## src/rtl/sram_ctrl_if.sv

```systemverilog
// MEM-stage / SRAM bus bundle for sram_ctrl.
// slave = controller view, master = pipeline + SRAM-pin view.
interface sram_ctrl_if;
   // pipeline side
   logic        wr_en;
   logic        rd_en;
   logic [31:0] address;
   logic [31:0] write_data;
   logic [31:0] read_data;
   logic        pause;
   // SRAM pin side
   logic [17:0] sram_addr;
   logic [15:0] sram_dq_out;
   logic [15:0] sram_dq_in;
   logic        sram_dq_oe;
   logic        sram_we_n;
   logic        sram_oe_n;
   // statistics (tied to 0 unless SRAM_CTRL_STATS_EN)
   logic [31:0] rd_count;
   logic [31:0] wr_count;
   logic [31:0] stall_count;

   modport slave (
      input  wr_en, rd_en, address, write_data, sram_dq_in,
      output read_data, pause, sram_addr, sram_dq_out, sram_dq_oe,
             sram_we_n, sram_oe_n, rd_count, wr_count, stall_count
   );

   modport master (
      output wr_en, rd_en, address, write_data, sram_dq_in,
      input  read_data, pause, sram_addr, sram_dq_out, sram_dq_oe,
             sram_we_n, sram_oe_n, rd_count, wr_count, stall_count
   );
endinterface

```

## src/rtl/sram_ctrl.sv

```systemverilog
// sram_ctrl: serialises 32-bit MEM-stage loads/stores into two 16-bit
// accesses (low half, then high half) on an asynchronous 256K x 16 SRAM,
// freezing the pipeline through `pause` while an access is in flight.
// Optional feature macro: SRAM_CTRL_STATS_EN (read/write/stall counters).
module sram_ctrl #(
   parameter int unsigned BASE_ADDR     = 1024,
   parameter int unsigned ACCESS_CYCLES = 2
) (
   input logic        clk,
   input logic        rst,
   sram_ctrl_if.slave bus
);

   localparam int unsigned CNT_W  = 4;
   localparam int unsigned WORD_W = 17;
   localparam int unsigned ADDR_W = 18;
   localparam int unsigned HALF_W = 16;
   localparam int unsigned DATA_W = 32;

   localparam logic [CNT_W-1:0] LAST_CNT = CNT_W'(ACCESS_CYCLES - 1);

   // Reject phase lengths the strobe scheme cannot support.
   if (ACCESS_CYCLES < 2 || ACCESS_CYCLES > 15) begin : g_bad_cycles
      $error("sram_ctrl: ACCESS_CYCLES must be in 2..15");
   end

   typedef enum logic [1:0] {
      IDLE = 2'd0,
      LOW  = 2'd1,
      HIGH = 2'd2,
      DONE = 2'd3
   } state_t;

   state_t              state;
   logic [CNT_W-1:0]    cnt;
   logic                is_wr;
   logic [WORD_W-1:0]   word;

   logic [DATA_W-1:0]   read_data_q;
   logic [ADDR_W-1:0]   addr_q;
   logic [HALF_W-1:0]   dq_out_q;
   logic                dq_oe_q;
   logic                we_n_q;
   logic                oe_n_q;

   logic [DATA_W-1:0]   offset;
   logic [WORD_W-1:0]   req_word;
   logic                req;
   logic                last;
   logic [CNT_W-1:0]    cnt_nxt;
   logic                strobe_nxt;
   logic                pause_c;
   logic                unused_addr_bits;

   // Request decode and word index of the incoming byte address.
   assign offset           = bus.address - DATA_W'(BASE_ADDR);
   assign req_word         = offset[18:2];
   assign unused_addr_bits = ^{offset[31:19], offset[1:0]};
   assign req              = bus.rd_en | bus.wr_en;

   // Phase timing: WE is low on every cycle of a phase but the last.
   assign last       = (cnt == LAST_CNT);
   assign cnt_nxt    = cnt + CNT_W'(1);
   assign strobe_nxt = (cnt_nxt < LAST_CNT);

   // Pipeline freeze: raised as soon as a request is seen, dropped in DONE.
   assign pause_c = (state == IDLE) ? req : (state != DONE);

   // Access sequencer with registered SRAM pin drive and read capture.
   always_ff @(posedge clk) begin
      if (rst) begin
         state       <= IDLE;
         cnt         <= '0;
         is_wr       <= 1'b0;
         word        <= '0;
         read_data_q <= '0;
         addr_q      <= '0;
         dq_out_q    <= '0;
         dq_oe_q     <= 1'b0;
         we_n_q      <= 1'b1;
         oe_n_q      <= 1'b1;
      end else begin
         case (state)
            IDLE: begin
               if (req) begin
                  // Write wins when both requests are present.
                  state    <= LOW;
                  cnt      <= '0;
                  is_wr    <= bus.wr_en;
                  word     <= req_word;
                  addr_q   <= {req_word, 1'b0};
                  dq_oe_q  <= bus.wr_en;
                  we_n_q   <= ~bus.wr_en;
                  oe_n_q   <= bus.wr_en;
                  dq_out_q <= bus.wr_en ? bus.write_data[15:0] : '0;
               end
            end

            LOW: begin
               if (last) begin
                  if (!is_wr) begin
                     read_data_q[15:0] <= bus.sram_dq_in;
                  end
                  state    <= HIGH;
                  cnt      <= '0;
                  addr_q   <= {word, 1'b1};
                  we_n_q   <= ~is_wr;
                  dq_out_q <= is_wr ? bus.write_data[31:16] : '0;
               end else begin
                  cnt      <= cnt_nxt;
                  we_n_q   <= ~(is_wr & strobe_nxt);
                  dq_out_q <= is_wr ? bus.write_data[15:0] : '0;
               end
            end

            HIGH: begin
               if (last) begin
                  if (!is_wr) begin
                     read_data_q[31:16] <= bus.sram_dq_in;
                  end
                  state    <= DONE;
                  cnt      <= '0;
                  addr_q   <= '0;
                  dq_out_q <= '0;
                  dq_oe_q  <= 1'b0;
                  we_n_q   <= 1'b1;
                  oe_n_q   <= 1'b1;
               end else begin
                  cnt      <= cnt_nxt;
                  we_n_q   <= ~(is_wr & strobe_nxt);
                  dq_out_q <= is_wr ? bus.write_data[31:16] : '0;
               end
            end

            DONE: begin
               // Pipeline advances on this edge; the next request is seen in IDLE.
               state <= IDLE;
            end

            default: begin
               state <= IDLE;
            end
         endcase
      end
   end

   assign bus.pause       = pause_c;
   assign bus.read_data   = read_data_q;
   assign bus.sram_addr   = addr_q;
   assign bus.sram_dq_out = dq_out_q;
   assign bus.sram_dq_oe  = dq_oe_q;
   assign bus.sram_we_n   = we_n_q;
   assign bus.sram_oe_n   = oe_n_q;

`ifdef SRAM_CTRL_STATS_EN
   logic [DATA_W-1:0] rd_count_q;
   logic [DATA_W-1:0] wr_count_q;
   logic [DATA_W-1:0] stall_count_q;
   logic              enter_done;

   assign enter_done = (state == HIGH) && last;

   // Access and stall counters, wrapping at 2^32.
   always_ff @(posedge clk) begin
      if (rst) begin
         rd_count_q    <= '0;
         wr_count_q    <= '0;
         stall_count_q <= '0;
      end else begin
         if (enter_done && !is_wr) begin
            rd_count_q <= rd_count_q + DATA_W'(1);
         end
         if (enter_done && is_wr) begin
            wr_count_q <= wr_count_q + DATA_W'(1);
         end
         if (pause_c) begin
            stall_count_q <= stall_count_q + DATA_W'(1);
         end
      end
   end

   assign bus.rd_count    = rd_count_q;
   assign bus.wr_count    = wr_count_q;
   assign bus.stall_count = stall_count_q;
`else
   assign bus.rd_count    = '0;
   assign bus.wr_count    = '0;
   assign bus.stall_count = '0;
`endif

endmodule

```

## src/flat_wrapper.sv

```systemverilog
// flat-port wrapper written by rule: the top's interface ports become plain ports
module sram_ctrl_flat 
#(
   parameter int unsigned BASE_ADDR     = 1024,
   parameter int unsigned ACCESS_CYCLES = 2
)
  (clk, rst, bus_wr_en, bus_rd_en, bus_address, bus_write_data, bus_sram_dq_in, bus_read_data, bus_pause, bus_sram_addr, bus_sram_dq_out, bus_sram_dq_oe, bus_sram_we_n, bus_sram_oe_n, bus_rd_count, bus_wr_count, bus_stall_count);
  sram_ctrl_if bus_i ();
  input logic clk;
  input logic rst;
  input wire logic [$bits(bus_i.wr_en)-1:0] bus_wr_en;
  input wire logic [$bits(bus_i.rd_en)-1:0] bus_rd_en;
  input wire logic [$bits(bus_i.address)-1:0] bus_address;
  input wire logic [$bits(bus_i.write_data)-1:0] bus_write_data;
  input wire logic [$bits(bus_i.sram_dq_in)-1:0] bus_sram_dq_in;
  output wire logic [$bits(bus_i.read_data)-1:0] bus_read_data;
  output wire logic [$bits(bus_i.pause)-1:0] bus_pause;
  output wire logic [$bits(bus_i.sram_addr)-1:0] bus_sram_addr;
  output wire logic [$bits(bus_i.sram_dq_out)-1:0] bus_sram_dq_out;
  output wire logic [$bits(bus_i.sram_dq_oe)-1:0] bus_sram_dq_oe;
  output wire logic [$bits(bus_i.sram_we_n)-1:0] bus_sram_we_n;
  output wire logic [$bits(bus_i.sram_oe_n)-1:0] bus_sram_oe_n;
  output wire logic [$bits(bus_i.rd_count)-1:0] bus_rd_count;
  output wire logic [$bits(bus_i.wr_count)-1:0] bus_wr_count;
  output wire logic [$bits(bus_i.stall_count)-1:0] bus_stall_count;
  assign bus_i.wr_en = bus_wr_en;
  assign bus_i.rd_en = bus_rd_en;
  assign bus_i.address = bus_address;
  assign bus_i.write_data = bus_write_data;
  assign bus_i.sram_dq_in = bus_sram_dq_in;
  assign bus_read_data = bus_i.read_data;
  assign bus_pause = bus_i.pause;
  assign bus_sram_addr = bus_i.sram_addr;
  assign bus_sram_dq_out = bus_i.sram_dq_out;
  assign bus_sram_dq_oe = bus_i.sram_dq_oe;
  assign bus_sram_we_n = bus_i.sram_we_n;
  assign bus_sram_oe_n = bus_i.sram_oe_n;
  assign bus_rd_count = bus_i.rd_count;
  assign bus_wr_count = bus_i.wr_count;
  assign bus_stall_count = bus_i.stall_count;
  sram_ctrl #(.BASE_ADDR(BASE_ADDR), .ACCESS_CYCLES(ACCESS_CYCLES)) u_core (.clk(clk), .rst(rst), .bus(bus_i));
endmodule
```

## config.mk

```make
export PLATFORM = sky130hd
export DESIGN_NAME = sram_ctrl_flat
export DESIGN_NICKNAME = d
export VERILOG_FILES = /design/src/rtl/sram_ctrl_if.sv /design/src/rtl/sram_ctrl.sv /design/src/flat_wrapper.sv
export SDC_FILE = /design/constraint.sdc
export NUM_CORES = 1
export LEC_CHECK = 0
export ABC_AREA = 1
export CAP_MARGIN = 20
export CORE_AREA = 4 4 138 140
export CTS_CLUSTER_DIAMETER = 80
export DETAILED_ROUTE_END_ITERATION = 6
export DIE_AREA = 0 0 142 144
export SLEW_MARGIN = 20
export SYNTH_ARGS = -nofsm -noshare
export SYNTH_HDL_FRONTEND = slang
export SYNTH_SLANG_ARGS = --single-unit
```

## constraint.sdc

```tcl
create_clock -name clk -period 3.1 [get_ports clk]
set_clock_uncertainty 0.15 [all_clocks]
set_input_delay 0.62 -clock clk [delete_from_list [all_inputs] [get_ports clk]]
set_output_delay 0.62 -clock clk [all_outputs]
set_load 0.05 [all_outputs]
```

-- Yosys cells after proc, flatten, opt, wreduce, memory -nomap -nowiden
Index checks and enable logic that the tools add are counted.
- equality and inequality tests: 8
- bitwise logic cells: 5
- reduce and logical (&&, ||, !) cells: 13
- add/sub/neg operators: 2
- muxes and demuxes: 28
- $lt $le $gt $ge: 1
- operators with widths (cell ; number):
    16-bit two-way mux ; 6
    18-bit two-way mux ; 3
    18-bit case mux with 3 select lines ; 1
    16-bit case mux with 3 select lines ; 1
    19-bit by 11-bit subtractor with 19-bit output (second input constant) ; 1
    3-bit AND reduction ; 4
    4-bit two-way mux ; 2
    2-bit case mux with 4 select lines ; 1
    4-bit case mux with 2 select lines ; 1
    1-bit two-way mux ; 7
    2-bit two-way mux ; 3
    2-bit by 1-bit inequality test with 1-bit output (second input constant) ; 3
    2-bit AND reduction ; 3
    4-bit by 1-bit adder with 4-bit output (second input constant) ; 1
    2-bit == test (second input constant) ; 2
    4-bit by 1-bit == test with 1-bit output (second input constant) ; 1
    4-bit by 1-bit < comparator with 1-bit output (second input constant) ; 1
    1-bit case mux with 2 select lines ; 2
    4-bit AND reduction ; 1
    2-bit nonzero test ; 2
    1-bit NOT ; 3
    1-bit case mux with 3 select lines ; 1
    3-bit nonzero test ; 1
    2-bit by 1-bit == test with 1-bit output (second input constant) ; 1
    other kinds (5) ; 5
- output and inout port bits: 166
- logic and storage cells: 68
- flip-flop bits (word level): 93

-- Depth between registers and ports, before layout
Gate-level depths: netlist of run 1.
- depth after elaboration: 6
- mapped depth: 10
- gate-level depth less buffers: 10

-- Worst setup path after synthesis of run 1
Ideal clock, no wire load.
- path type: reg2out
- from: reg u_core.state[0]
- to: out bus_pause
- data arrival time: 1.792 ns
- buffers on the path: 0
- stages on the path, launching flop included: 4
- slack: 0.538 ns
- cells stage by stage: dfxtp_1 -> inv_1 -> ha_1 -> o21ai_0
- word-level cells in the longest chain between the ends: 2
- elaborated cells on any way between the ends: 3
- classes of those cells: eq/ne: 1; mux: 1; reduce/logical: 1
- RTL lines (item ; line ; text):
    from (decl) ; sram_ctrl.sv:34 ; state_t state;
    from (signal assigned) ; sram_ctrl.sv:72 ; state <= IDLE;
    from (signal assigned) ; sram_ctrl.sv:87 ; state <= LOW;
    from (signal assigned) ; sram_ctrl.sv:104 ; state <= HIGH;
    2-bit inequality test or 2-bit zero test (tied branches) ; sram_ctrl.sv:67 ; assign pause_c = (state == IDLE) ? req : (state != DONE);
    1-bit two-way mux (*) ; sram_ctrl.sv:67 ;
    to (decl) ; flat_wrapper.sv:17 ; output wire logic [$bits(bus_i.pause)-1:0] bus_pause;
Mark *: on every way between the ends. The rest lies on a longest branch, timed or not.

-- Worst setup path after layout of run 1
- from: in bus_wr_en
- to: out bus_pause
- word-level cells in the longest chain between the ends: 2
- RTL lines (item ; line ; text):
    from (decl) ; flat_wrapper.sv:11 ; input wire logic [$bits(bus_i.wr_en)-1:0] bus_wr_en;
    1-bit bitwise OR ; sram_ctrl.sv:59 ; assign req = bus.rd_en | bus.wr_en;
    1-bit two-way mux ; sram_ctrl.sv:67 ;
No other way between the ends.

==> results of run 1 <==
## flip-flops by register name, summed over array words and instances, names as in the netlist
name	cells
u_core.bus.read_data	32
u_core.bus.sram_addr	18
u_core.bus.sram_dq_oe	1
u_core.bus.sram_dq_out	16
u_core.bus.sram_oe_n	1
u_core.bus.sram_we_n	1
u_core.cnt	4
u_core.is_wr	1
u_core.state	2
u_core.word	17
## cell usage in the layout, fill, tap and decap left out, drive strengths merged
cell and count:
nand3 42, o211ai 3, xor2 4, nand2 136, clkdlybuf4s50 137, clkbuf 12
nor3 1, clkinv 1, nor2 121, a21o 1, o22ai 1, ha 8
conb 96, inv 79, a22oi 1, a21oi 60, buf 12, nand4 3
dfxtp 93, clkinvlp 1, o21ai 93
## cell usage after synthesis (all sizes together)
library cell | instances | share of area [%]
clkbuf | 16 | 1.1
o211ai | 3 | 0.43
nor2 | 121 | 8.9
o22ai | 1 | 0.12
xor2 | 4 | 0.67
nand2 | 136 | 10
dfxtp | 93 | 35
inv | 79 | 5.6
a21oi | 60 | 5.9
ha | 8 | 1.9
a21o | 1 | 0.14
nor3 | 1 | 0.31
buf | 117 | 16
a22oi | 1 | 0.14
nand3 | 42 | 4.0
nand4 | 3 | 0.36
o21ai | 93 | 8.9
conb | 1 | 0.071
## worst paths after layout
check	endpoint	cells past startpoint	start
setup / recovery	bus_pause	6	bus_wr_en
setup reg to reg	u_core.bus.sram_addr[11]	8	u_core.state[0]
hold reg to reg	u_core.word[5]	2	u_core.word[5]
hold / removal	u_core.word[5]	2	u_core.word[5]
## power by group
part	leakage [nW]	switching, W	internal (W)
clock network	0.119	0.000458	0.000535
logic	2.30	0.00234	0.000985
registers	0.763	0.000149	0.00151
total	3.19	0.00294	0.00303
## per-stage QoR
stage | hold WS, ps | setup WS [ps] | std cells | total power (W)
2_1_floorplan | 275 | 538 | 875 | 0.00415
3_3_place_gp | 283 | 449 | 1120 | 0.00500
3_5_place_dp | 290 | 449 | 1120 | 0.00503
4_1_cts | 299 | 448 | 1134 | 0.00604
5_1_grt | 331 | 377 | 1134 | 0.00641
6_report | 296 | 484 | 1134 | 0.00597
## worst register-to-register path: stages (launching register included)
cell and delay, ps:
dfxtp_1 410, inv_1 90, ha_1 640, nand2_1 390
inv_1 310, a22oi_1 130, nand2_1 100, nand2_1 50
nor2_1 70
## layout make-up
class / instances / area [um^2] / share of cell area [%]
inverters: 79 / 297 / 4.40
flip-flops and latches: 93 / 1860 / 27.6
repair buffers: 149 / 1500 / 22.2
multi-input cells: 570 / 2550 / 37.8
clock buffers: 12 / 236 / 3.51
clock inverters: 2 / 12.5 / 0.185
well taps: 229 / 287 / 4.25
## kinds of logic (layout without fill, tap and decap cells)
group	count (synthesis)	count (layout)	share of synthesized area, %
AND/OR/NAND/NOR	303	303	23.6
buffers and inverters	212	242	22.7
AO/OA/AOI/OAI	159	159	15.6
flip-flops	93	93	35.5
adder cells (fa/ha/maj)	8	8	1.91
XOR/XNOR	4	4	0.667
other	1	96	0.0714
## layer usage
layer | vias up | track usage [%]
li1 | 2513 | -
met1 | 2126 | 17.4
met2 | 166 | 21.1
met3 | 19 | 4.30
met4 | 0 | 5.66
met5 | - | 0
==> impl_metrics.tcl, run 1 <==
set metrics [dict create \
    status "finished, final reports clean" \
    drive_above_1_share_pct 4.09 \
    fillers 1888 \
    post-route-util_pct 37.8 \
    grt_pass1_vias 4300 \
    slew_headroom_pct 60.7 \
    powerDensity_mw_per_mm2 885 \
    stdcell_area_mm2 0.00675 \
    grt_max_degree 42 \
    clockRootBuffer "clkbuf_16" \
    topRoutingLayerUsed "met4" \
    setup_viol 0 \
    slowest_delay_ps 510 \
    synth_cells 780 \
    chipHeight_um 144 \
    wl_per_cell_um 12.7 \
    clockBufferDepth 2 \
    grt_pass1_wl_mm 22.4 \
    cp_top_family "buffers and inverters" \
    tns_ps 0 \
    reg2reg_slack_ps 700 \
    first_iter_violations 242 \
    wl_met2_mm 6.29 \
    m1WireLength_mm 6.63 \
    hold_violations 0 \
    dpl_cell_area_mm2 0.00650 \
    rsz0062_at_grt "no" \
    cp-end-kind "output port" \
    dr_wl_met3_mm 1.19 \
    finalCritPeriodShare_pct 84.4 \
    max_freq_mhz 382 \
    maxCapViolCount 0 \
    cts_buffers 9 \
    vias_per_cell 4.25 \
    clock-sinks 93 \
    cts_hold_buf 0 \
    path_clk_slew_ps 60 \
    path_class "primary input to output port" \
    antenna_found_initial 0 \
    worst-slew-pin-transition_ps 588 \
    p_leak_nw 3.19 \
    cts_tree "done" \
    drc 0 \
    synth-seq-area-share_pct 35.5 \
    crit_fanout 5 \
    hold_path_class "register to register" \
    timing.critical_path.mode_cell "nand2_1" \
    port_buffers 138 \
    routed-via-count 4824 \
    nets 994 \
    fp.dieW_um 142 \
    grt_remaining_overflow 0 \
    core-area_mm2 0.0178 \
    cp_num_buf_inv 3 \
    syn_area_mm2 0.00525 \
    place_congestion 0.794 \
    initial_core_util_pct 29.4 \
    cts-resized-gates 0 \
    crit_slowest_cell "clkdlybuf4s50_1" \
    drv_slew 0 \
    critical_path_required_ps 2330 \
    wirelength_mm 14.5 \
    crit_path_cell_trace "clkdlybuf4s50_1, inv_2, nand2_1, nand2_1, o21ai_0, buf_12" \
    ys_ff_latch 93 \
    syn2layout_area_growth_pct 28.4 \
    ant_nets 0 \
    cts_htree_levels 3 \
    clk_latency_ps 350 \
    syn_avg_cell_area_um2 6.73 \
    drtPass1Iterations 4 \
    ios 250 \
    timing.final.crit_period_ps 2620 \
    grtUsageTotal_pct 13.6 \
    arrival_ps 1850 \
    startpoint_type "primary input" \
    die_area_mm2 0.0204 \
    synth_warnings 0 \
    post_cts_buffers 0 \
    diodes 0 \
    synth_cell_types 28 \
    max-vdd-ir-drop_mv 0.374 \
    dp_hpwl_mm 10.2 \
    fp-row-count 49 \
]
Note: power is estimated with default switching activity, not from simulation.
==> inputs of run 2 (changes only) <==
- clock period: 3.1 -> 2.61 ns (I/O delays scaled with it)
==> impl_metrics.tcl, run 2 (synthesis results as in run 1) <==
set metrics [dict create \
    status "finished, final reports clean" \
    fp-row-count 49 \
    drv_slew 0 \
    finalCritPeriodShare_pct 91.5 \
    die_area_mm2 0.0204 \
    fp.dieW_um 142 \
    hold_violations 0 \
    ant_nets 0 \
    r2r-start "u_core.state[0]" \
    worst-slew-pin-transition_ps 558 \
    grt_max_degree 32 \
    max_freq_mhz 419 \
    ff2ff_path_depth 8 \
    post_cts_buffers 0 \
    p_leak_nw 3.25 \
    clockBufferDepth 2 \
    final_cell_mix "clkdlybuf4s50_1, nand2_1, nor2_1" \
    maxCapViolCount 0 \
    antenna_found_initial 0 \
    cp-end-kind "output port" \
    nets 1000 \
    setup_slack_ps 221 \
    drive_above_1_share_pct 5.04 \
    vias_per_cell 4.27 \
    clockRootBuffer "clkbuf_16" \
    path_class "register to output port" \
    rsz0062_at_grt "no" \
    grt_pass1_vias 4333 \
    fillers 1852 \
    cts_htree_levels 3 \
    routed-via-count 4874 \
    drc 0 \
    finalNonFillerCells 1141 \
    grt_remaining_overflow 0 \
    max-vdd-ir-drop_mv 0.472 \
    clock-sinks 93 \
    initial_core_util_pct 29.4 \
    grtUsageTotal_pct 13.6 \
    min-delay-start "u_core.word[7]" \
    place_ws_ps 204 \
    post-route-util_pct 38.4 \
    startpoint_type "register" \
    core-area_mm2 0.0178 \
    path_clk_slew_ps 60 \
    place_congestion 0.820 \
    slew_headroom_pct 62.7 \
    clk_latency_ps 340 \
    timing.rr.end "u_core.bus.sram_addr[11]" \
    first_iter_violations 218 \
    grt_pass1_wl_mm 22.3 \
    p_total_w 0.00738 \
    cts_buffers 9 \
    wl_per_cell_um 12.7 \
    arrival_ps 1720 \
    drtPass1Iterations 4 \
    timing.final.crit_period_ps 2390 \
    syn2layout_area_growth_pct 30.6 \
    ios 250 \
    largest_register_ffs 32 \
    port_buffers 138 \
    tns_ps 0 \
    setup_viol 0 \
    cts_tree "done" \
    crit_fanout 5 \
    hold_path_class "register to register" \
    powerDensity_mw_per_mm2 1080 \
    diodes 0 \
    hold_depth 2 \
    cts-resized-gates 0 \
    cts_hold_buf 0 \
    wirelength_mm 14.5 \
    reg2reg_slack_ps 450 \
    chipHeight_um 144 \
    hold_end "u_core.word[7]" \
    critical_path_required_ps 1940 \
    dp.cells 1126 \
    dp_hpwl_mm 10.3 \
    final_common_cell "clkdlybuf4s50_1" \
]
## run 2: where the power goes
| part | internal [W] | switching [W] | total [W] |
|---|---|---|---|
| clock | 0.000859 | 0.000552 | 0.00141 |
| combinational | 0.00121 | 0.00279 | 0.00400 |
| sequential | 0.00179 | 0.000179 | 0.00197 |
## run 2: final cells by class
cell class              count  area, um^2  area share [%]
inverters                  79         297            4.32
repair buffers            155        1540            22.5
clock buffers              11         243            3.54
clock inverters             4        72.6            1.06
well taps                 229         287            4.18
flip-flops and latches     93        1860            27.2
multi-input cells         570        2550            37.2
## run 2: per-stage QoR
stage,instance area (um^2),hold slack [ps]
detailed placement,6540,287
floorplan,5610,275
finish,6860,298
global route,6860,322
CTS,6860,297
global placement,6540,282
## run 2: worst max-delay path by stage
| stage | from | end | slack [ps] |
|---|---|---|---|
| after floorplan | u_core.state[0] | bus_pause | 150 |
| after global placement | bus_wr_en | u_core.bus.sram_addr[16] | 220 |
| after detailed placement | bus_wr_en | u_core.bus.sram_addr[16] | 200 |
| after CTS | u_core.state[0] | bus_pause | 170 |
| after global routing | u_core.state[0] | bus_pause | 100 |
| final | u_core.state[0] | bus_pause | 220 |
## run 2: worst max-delay path, stage by stage (launching register included)
cell and delay, ps:
dfxtp_1 430, inv_1 100, ha_1 270, o21ai_0 380, buf_12 190
## run 2: routing by layer
metal  track usage (%)  share of wire (%)
met5                 0                  0
met4              3.64                1.1
met1              18.0                 45
met3              4.37                8.1
met2              21.4                 45
